### src/rtl/i2c_ioexp_sched.sv
// Schedules writes and reads for two 16-bit I2C IO expanders over a single
// command/response I2C engine, using round-robin arbitration over four slots.
module i2c_ioexp_sched #(
    parameter logic [6:0] DEV0_ADDR = 7'h20,
    parameter logic [6:0] DEV1_ADDR = 7'h21,
    parameter int         POLL_BITS = 20,
    parameter int         TO_BITS   = 16
) (
    input  logic        clk,
    input  logic        reset,
    input  logic        en,
    input  logic [15:0] out0,
    input  logic [15:0] out1,
    input  logic        irq0,
    input  logic        irq1,
    output logic [15:0] in0,
    output logic [15:0] in1,
    output logic        in0_upd,
    output logic        in1_upd,
    output logic        cmd_valid,
    input  logic        cmd_ready,
    output logic [6:0]  cmd_addr,
    output logic        cmd_rw,
    output logic [15:0] cmd_data,
    input  logic        rsp_valid,
    input  logic        rsp_err,
    input  logic [15:0] rsp_data,
    output logic [7:0]  err_cnt,
    output logic        busy
);

    typedef enum logic [1:0] {IDLE = 2'd0, ISSUE = 2'd1, WAIT = 2'd2} state_t;

    // Slot encoding: bit 1 selects the device, bit 0 selects read.
    localparam logic [1:0]         SLOT_R1 = 2'd3;
    localparam logic [TO_BITS-1:0] TO_LAST = {{(TO_BITS-1){1'b1}}, 1'b0};

    state_t               state, state_next;
    logic [15:0]          shadow0, shadow1;
    logic [1:0]           rd_pend, rd_set, rd_clr, irq_q;
    logic [POLL_BITS-1:0] poll_cnt;
    logic                 poll_tick;
    logic [1:0]           rr_ptr, cur_slot, gnt_slot, cand;
    logic [TO_BITS-1:0]   to_cnt;
    logic [3:0]           pend;
    logic                 found, grant, rsp_done, timeout, xfer_end, xfer_ok;

    assign pend = {rd_pend[1], out1 != shadow1, rd_pend[0], out0 != shadow0};

    // Search starts at the slot after the last grant and wraps once round.
    // NOTE: every signal written in always_comb gets a default first so no latch is inferred.
    always_comb begin
        found    = 1'b0;
        gnt_slot = rr_ptr;
        cand     = rr_ptr;
        for (int k = 1; k <= 4; k++) begin
            cand = rr_ptr + 2'(k);
            if (!found && pend[cand]) begin
                found    = 1'b1;
                gnt_slot = cand;
            end
        end
    end

    assign grant    = (state == IDLE) && en && found;
    assign rsp_done = (state == WAIT) && rsp_valid;
    assign timeout  = (state == WAIT) && !rsp_valid && (to_cnt == TO_LAST);
    assign xfer_end = rsp_done || timeout;
    assign xfer_ok  = rsp_done && !rsp_err;
    assign rd_set   = ({irq1, irq0} & ~irq_q) | {2{poll_tick}};
    assign rd_clr   = {grant && (gnt_slot == 2'd3), grant && (gnt_slot == 2'd1)};

    always_comb begin
        state_next = state;
        cmd_valid  = 1'b0;
        busy       = (state != IDLE);
        unique case (state)
            IDLE:  if (grant) state_next = ISSUE;
            ISSUE: begin
                cmd_valid = 1'b1;
                if (cmd_ready) state_next = WAIT;
            end
            WAIT:  if (xfer_end) state_next = IDLE;
            default: state_next = IDLE;
        endcase
    end

    // NOTE: sequential state uses non-blocking assignments so every register samples pre-edge values.
    always_ff @(posedge clk or negedge reset) begin
        if (!reset) begin
            state  <= IDLE;
            to_cnt <= '0;
        end else begin
            state  <= state_next;
            to_cnt <= (state == WAIT) ? to_cnt + 1'b1 : '0;
        end
    end

    always_ff @(posedge clk or negedge reset) begin
        if (!reset) begin
            poll_cnt  <= '0;
            poll_tick <= 1'b0;
            irq_q     <= 2'b00;
            rd_pend   <= 2'b11;
        end else begin
            poll_cnt  <= poll_cnt + 1'b1;
            poll_tick <= &poll_cnt;
            irq_q     <= {irq1, irq0};
            // Cleared at grant so any set event during the read leaves it re-armed.
            rd_pend   <= (rd_pend & ~rd_clr) | rd_set;
        end
    end

    always_ff @(posedge clk or negedge reset) begin
        if (!reset) begin
            rr_ptr   <= SLOT_R1;
            cur_slot <= 2'd0;
            cmd_addr <= '0;
            cmd_rw   <= 1'b0;
            cmd_data <= '0;
        end else if (grant) begin
            rr_ptr   <= gnt_slot;
            cur_slot <= gnt_slot;
            cmd_addr <= gnt_slot[1] ? DEV1_ADDR : DEV0_ADDR;
            cmd_rw   <= gnt_slot[0];
            cmd_data <= gnt_slot[0] ? 16'h0000 : (gnt_slot[1] ? out1 : out0);
        end
    end

    always_ff @(posedge clk or negedge reset) begin
        if (!reset) begin
            shadow0 <= '0;
            shadow1 <= '0;
            in0     <= '0;
            in1     <= '0;
            in0_upd <= 1'b0;
            in1_upd <= 1'b0;
            err_cnt <= '0;
        end else begin
            in0_upd <= 1'b0;
            in1_upd <= 1'b0;
            if (xfer_ok) begin
                unique case (cur_slot)
                    2'd0: shadow0 <= cmd_data;
                    2'd1: begin in0 <= rsp_data; in0_upd <= 1'b1; end
                    2'd2: shadow1 <= cmd_data;
                    default: begin in1 <= rsp_data; in1_upd <= 1'b1; end
                endcase
            end
            if (xfer_end && !xfer_ok && (err_cnt != 8'hFF)) err_cnt <= err_cnt + 1'b1;
        end
    end

endmodule

### config.mk
export PLATFORM = sky130hd
export DESIGN_NAME = i2c_ioexp_sched
export DESIGN_NICKNAME = d
export VERILOG_FILES = /design/src/rtl/i2c_ioexp_sched.sv
export SDC_FILE = /design/constraint.sdc
export NUM_CORES = 1
export LEC_CHECK = 0
export CORE_ASPECT_RATIO = 0.9
export CORE_MARGIN = 2
export CORE_UTILIZATION = 38
export DETAILED_ROUTE_END_ITERATION = 16
export SLEW_MARGIN = 20
export SYNTH_ARGS = -nofsm -noshare
export SYNTH_HDL_FRONTEND = slang
export SYNTH_SLANG_ARGS = --single-unit
### constraint.sdc
create_clock -name clk -period 2.1 [get_ports clk]
set_input_delay 0.315 -clock clk [delete_from_list [all_inputs] [get_ports clk]]
set_output_delay 0.315 -clock clk [all_outputs]
set_load 0.01 [all_outputs]
==> results_dict.tcl, run 1 <==
set metrics [dict create \
    fillCellCount 1304 \
    htree_levels 4 \
    grt_pass1_wl_microns 22300 \
    synthDistinctLibCells 46 \
    dieHeight_microns 124 \
    hp-class "input port to flip-flop" \
    finalSetupViolations 0 \
    synthArstFlopShare_pct 100 \
    dieWidth_microns 137 \
    fin_tns_setup_ps 0 \
    status "completed" \
    synthFlopType "dfrtp_1" \
    rsz0062_at_grt "true" \
    cap_violations 0 \
    yosysWarnings 0 \
    fin_crit_sh_pct 99.0 \
    row_count 43 \
    vias 4469 \
    ff2ff_path_depth 8 \
    rrSetupSlack_ps 30 \
    path_class "input port to flip-flop" \
    first_pass_iters 6 \
    clk_pin_slew_ps 60 \
    critical_path.startpoint "out0[1]" \
    grt_max_degree 46 \
    finalWeightedCongestion 0.775 \
    pwr_density_cell_nw_per_um2 1200 \
    pre_cts_slack_ps -403 \
    peakVddDrop_mv 0.705 \
    syn_to_final_growth_pct 40.6 \
    slew_violations 0 \
    synth_edf_count 0 \
    netlist_instances 552 \
    finalCriticalPeriod_ps 2080 \
    crit_arrival_ps 2380 \
    num_io_pins 124 \
    netlist_area_sq_um 6090 \
    slew_headroom_pct 63.0 \
    numCtsBuffers 17 \
    hold_violations 0 \
    routed_wl_microns 14400 \
    clk_latency_ps 410 \
    dpl.hpwl_microns 10000 \
    final_area_sq_um 8570 \
    crit_fanout 6 \
    fmax_ghz 0.481 \
    io_buffers 118 \
    setup_ws_ps 20.3 \
    cts_tree "built" \
    avgSynthCellArea_sq_um 11.0 \
    worstSetupEndpoint "cmd_data[12]" \
    r2r-start "shadow1[1]" \
    ys_seq_elements 138 \
    overflow 0 \
    numClockSinks 138 \
    p_leak_nw 3.95 \
    timing.rr.end "cmd_data[12]" \
    cp-start-kind "input port" \
    start_util_pct 39.2 \
    core_area_sq_um 15500 \
    nNetsFinal 776 \
    grt_pass1_vias 4424 \
    root_buffer "clkbuf_16" \
    worstMarginPinSlew_ps 552 \
    skew_ps 6.23 \
    grt_use_total_pct 17.2 \
    drt_iter0_drc 262 \
    most-common-layout-cells "134 x dfrtp_1, 126 x nand2_1, 117 x clkdlybuf4s50_1" \
    drt-wirelength-per-cell_microns 15.4 \
    die_area_sq_um 17100 \
    vias_per_cell 4.80 \
    worstPathRequired_ps 2400 \
    drc 0 \
    layout_commonest_cell "dfrtp_1" \
    cts_max_path_buffers 2 \
    placed_area_sq_um 7760 \
    ys_seq_area_share_pct 56.7 \
    worst_setup_path_end_kind "flip-flop" \
    drive_gt1_share_pct 17.4 \
    antenna_left 0 \
    antenna_found_initial 0 \
    diodes 0 \
]
-- cells in the mapped netlist, types with 2 or more instances --
master | n | area share (%)
dfrtp_1 | 134 | 55
nand2_1 | 127 | 7.8
xnor2_1 | 54 | 7.8
mux2_2 | 33 | 6.1
nor2_1 | 26 | 1.6
o21ai_0 | 21 | 1.7
nand4_1 | 19 | 2.0
mux2i_1 | 18 | 3.0
xor2_1 | 16 | 2.3
nand3_1 | 15 | 1.2
inv_1 | 12 | 0.74
buf_2 | 8 | 0.66
and3_1 | 7 | 0.72
a21oi_1 | 6 | 0.49
buf_4 | 5 | 0.62
nand2b_1 | 5 | 0.51
clkbuf_1 | 4 | 0.25
dfstp_2 | 4 | 1.7
ha_1 | 4 | 0.82
nor3_1 | 3 | 0.25
and2_1 | 2 | 0.21
clkinv_1 | 2 | 0.12
nor2b_1 | 2 | 0.21
nor4_2 | 2 | 0.41
o31ai_1 | 2 | 0.25
-- stage by stage --
stage / utilization (%) / instances / total power, mW / hold WS [ps]
after floorplan: - / 556 / 5.25 / 19.4
after detailed placement: 49.9 / 893 / 6.79 / 265
final: 55.1 / 931 / 10.3 / 376
after CTS: 54.3 / 926 / 10.1 / 357
after global placement: 49.9 / 893 / 6.71 / 263
after global routing: 55.1 / 931 / 10.8 / 366
-- worst max-delay path: stages --
cell             delay [ps]
clkdlybuf4s50_1         530
xnor2_2                 140
nand4_1                 170
nor4_2                  320
and2b_2                 220
o2bb2ai_4               190
clkbuf_16               220
mux2i_1                 200
o21ai_1                  80
-- cell families after synthesis --
family,synth area share [%]
compound gates,3.90
xor+xnor,10.1
fa+ha+maj,0.821
buf+inv,2.81
flops,56.7
mux,9.05
other cells,0.0615
simple gates,16.5
-- per-layer routing --
layer	track usage, %	up-vias	wire (microns)
met1	23.1	2195	6600
met4	5.61	0	199
met3	4.44	12	693
met5	0	-	0
met2	27.3	107	6870
li1	-	2155	-
-- state kept, by name (all words and copies together) (netlist names) --
name,count
state,2
to_cnt,16
err_cnt,8
in1_upd,1
shadow0,16
in0_upd,1
rd_pend,2
cmd_addr,2
shadow1,16
poll_cnt,20
in1,16
in0,16
cur_slot,1
rr_ptr,2
poll_tick,1
cmd_data,16
irq_q,2
-- how the worst min path moves through the flow --
stage,cells past startpoint,start,end,slack [ps]
2_1_floorplan,0,reset,cmd_addr[0],20
3_3_place_gp,1,reset,shadow0[13],260
3_5_place_dp,1,reset,shadow0[9],270
4_1_cts,1,irq0,irq_q[0],360
5_1_grt,1,irq0,irq_q[0],370
6_report,1,irq0,irq_q[0],380
-- power breakdown --
group | internal (mW) | leakage [nW] | switching (mW) | total, mW
registers | 3.29 | 1.83 | 0.492 | 3.78
logic | 1.79 | 1.80 | 1.41 | 3.20
clock network | 2.23 | 0.321 | 1.04 | 3.28
total | 7.32 | 3.95 | 2.94 | 10.3
-- repair_timing --
action / 4_1_cts / 5_1_grt
gates resized for setup: 2 / 21
buffers inserted: 0 / 3
endpoints found under the setup margin: 17 / 30
pin swaps: 4 / 10
cloned: 0 / 2
hold buffers: 1 / 0
hold endpoints to repair: 39 / 0
-- area by class of cell --
class / count / area, sq um / share of cell area [%]
Multi-Input combinational cell: 385 / 2550 / 29.8
Clock inverter: 7 / 160 / 1.87
Inverter: 14 / 52.6 / 0.613
Timing Repair Buffer: 160 / 1600 / 18.7
Clock buffer: 25 / 495 / 5.78
Sequential cell: 138 / 3460 / 40.3
Tap cell: 202 / 253 / 2.95
Power figures use the tool's default switching activity.
==> inputs of run 2 (changes only) <==
--- a/constraint.sdc
+++ b/constraint.sdc
@@ -3,2 +3,2 @@
 set_output_delay 0.315 -clock clk [all_outputs]
-set_load 0.01 [all_outputs]
+set_load 0.02 [all_outputs]
==> results of run 2 <==
The final DEF is identical to that of run 1. Status: completed.
Main changes from that run: total power 10.3 mW -> 10.6 mW; worst IR drop on VDD 0.705 mV -> 0.706 mV
==> inputs of run 3 (changes only) <==
Settings changed: ABC_AREA from default to 1.
==> run 3 against run 2 <==
The run now ends with negative setup slack left. Sequential cell count unchanged. Worst hold slack lost 68 ps. Fmax shrank 2.0%. Sequential power up 3%. Power increased by 18%. Clock skew rose by 4.0 ps. First-iteration DRC count down 34%. Final area is 15% higher.
==> results_dict.tcl, run 3 <==
set metrics [dict create \
    numCtsBuffers 17 \
    cts_max_path_buffers 2 \
    num_io_pins 124 \
    finalWeightedCongestion 0.891 \
    start_util_pct 38.7 \
    rrSetupSlack_ps -20 \
    synthDistinctLibCells 46 \
    status "complete, but fails checks" \
    met3_length_microns 992 \
    wl_met1_microns 7710 \
    drt_iter0_drc 173 \
    peakVddDrop_mv 0.741 \
    slowest_stage "dfstp_2" \
    max_stage_delay_ps 620 \
    yosys.area.top_type "dfrtp_1" \
    synthArstFlopShare_pct 100 \
    violations "negative setup slack" \
    total_power_mw 12.5 \
    regMostFlops "poll_cnt" \
    routed_wl_microns 16100 \
    diodes 0 \
    yosys-top-cells-count "252 x nand2_1, 134 x dfrtp_1, 132 x inv_1, 74 x o21ai_0, 46 x nand3_1" \
    cp-start-kind "flip-flop" \
    crit_arrival_ps 2430 \
    synth_edf_count 0 \
    path_class "flip-flop to flip-flop" \
    largest_reg_flops 20 \
    numClockSinks 138 \
    drc 0 \
    p_leak_nw 4.80 \
    fillCellCount 1565 \
    worstPathCellList "inv_1 > nand2_1 > nand3_2 > buf_4 > a31oi_1 > nand2_2 > nand2_8 > clkbuf_16 > nand3_2 > nand3_2 > nand2_1" \
    crit_fanout 8 \
    pwr_density_cell_nw_per_um2 1270 \
    core_area_sq_um 17600 \
    fin_crit_sh_pct 101 \
    vias 5625 \
    first_pass_iters 4 \
    clk_latency_ps 410 \
    synth_top_cell_area_share_pct 49.3 \
    highest_layer "met4" \
    layout_commonest_cell "nand2_1" \
    nNetsFinal 1080 \
    synth_compound_area_share_pct 7.40 \
    hold_violations 0 \
    netlist_area_sq_um 6800 \
    finalSetupViolations 9 \
    die_area_sq_um 19000 \
    dieHeight_microns 131 \
    dpl.hpwl_microns 10900 \
    synth_xor_area_share_pct 3.46 \
    setup_ws_ps -21.3 \
    antenna_found_initial 0 \
    crit_top_cell "nand3_2" \
    syn_to_final_growth_pct 44.4 \
    synth.most_common_cell "nand2_1" \
    grt_pass1_vias 5383 \
    finalCriticalPeriod_ps 2120 \
    root_buffer "clkbuf_16" \
    synth.area.mux_share_pct 0.166 \
    fmax_ghz 0.471 \
    synth_top_family_by_area "simple AND/OR/NAND/NOR gates" \
    drt-wirelength-per-cell_microns 12.6 \
    grt_max_degree 48 \
    hold-worst-slack_ps 308 \
    ys_seq_elements 138 \
    worst_setup_path_end_kind "flip-flop" \
    grt_use_total_pct 17.1 \
    synthFlopType "dfrtp_1" \
    hp-class "input port to flip-flop" \
    grt_pass1_wl_microns 26000 \
    skew_ps 10.3 \
    most-common-layout-cells "239 x nand2_1, 134 x dfrtp_1, 131 x inv_1" \
    netlist_instances 833 \
    ys_seq_area_share_pct 50.9 \
    row_count 46 \
    drive_gt1_share_pct 21.2 \
    utilization_pct 55.9 \
    vias_per_cell 4.42 \
    io_buffers 118 \
    worstPathRequired_ps 2410 \
    antenna_left 0 \
    synth_area_leaders "dfrtp_1 49%, nand2_1 14%, inv_1 7.3%, o21ai_0 5.4%, nand3_1 3.4%" \
    avgSynthCellArea_sq_um 8.16 \
    synthSimpleGateAreaFrac_pct 27.4 \
    dieWidth_microns 145 \
    synthAdderAreaFrac_pct 0.736 \
    cts_tree "built" \
    cap_violations 0 \
    slew_violations 0 \
    rsz0062_at_grt "true" \
    dr_wl_met2_microns 7180 \
    overflow 0 \
    clk_pin_slew_ps 60 \
    htree_levels 4 \
    yosysWarnings 0 \
]
-- run 3: metal layers --
layer,vias up,global-route usage [%]
met3,12,5.52
met2,109,26.9
met4,0,5.53
li1,2944,-
met1,2560,22.5
met5,-,0
-- run 3: worst max-delay path, delay by kind of cell (launching register included) --
family          cells  cell delay, ps
simple gates        7             730
flops               1             620
buf+inv             3             490
compound gates      1             180
-- run 3: logic make-up after synthesis --
| group | after synthesis |
|---|---|
| AO/OA/AOI/OAI | 95 |
| XOR/XNOR | 26 |
| adder cells (fa/ha/maj) | 4 |
| buffers and inverters | 161 |
| flip-flops | 138 |
| multiplexers | 1 |
| other | 1 |
| AND/OR/NAND/NOR | 407 |
-- run 3: layout make-up --
type                            instances  area [sq um]  area share, %
Sequential cell                       138          3460           35.2
Multi-Input combinational cell        540          3020           30.7
Timing Repair Buffer                  187          1900           19.4
Inverter                              136           510           5.20
Clock buffer                           22           464           4.73
Tap cell                              240           300           3.06
Clock inverter                         10           165           1.68
-- run 3: where the power goes --
part	internal [mW]	leakage (nW)	switching, mW
logic	2.39	2.68	3.01
registers	3.35	1.83	0.529
clock network	2.05	0.297	1.12
-- run 3: worst paths after layout --
| path | depth (start not counted) | endpoint | startpoint |
|---|---|---|---|
| setup / recovery | 11 | cmd_data[2] | rr_ptr[0] |
| hold / removal | 5 | cmd_data[15] | out0[15] |
| setup reg to reg | 11 | cmd_data[2] | rr_ptr[0] |
| hold reg to reg | 1 | poll_cnt[0] | poll_cnt[0] |
| max in group asynchronous | 3 | poll_cnt[17] | reset |
| min in group asynchronous | 2 | shadow0[6] | reset |
-- run 3: per-stage QoR --
step | setup TNS, ps | instance area [sq um] | cells | setup slack, ps
final | -59.8 | 9820 | 1273 | -21.3
after global routing | -3160 | 9820 | 1273 | -153
after CTS | 0 | 9350 | 1264 | 10.1
after detailed placement | -9880 | 8700 | 1231 | -437
after global placement | -9460 | 8700 | 1231 | -415
after floorplan | 0 | 6810 | 837 | 263
-- run 3: repair_timing --
item	4_1_cts	5_1_grt
hold buffers	1	0
endpoints found under the hold margin	22	0
pin swaps	0	39
endpoints found under the setup margin	2	30
gates cloned	0	4
setup buffers	0	5
resized for setup	2	90
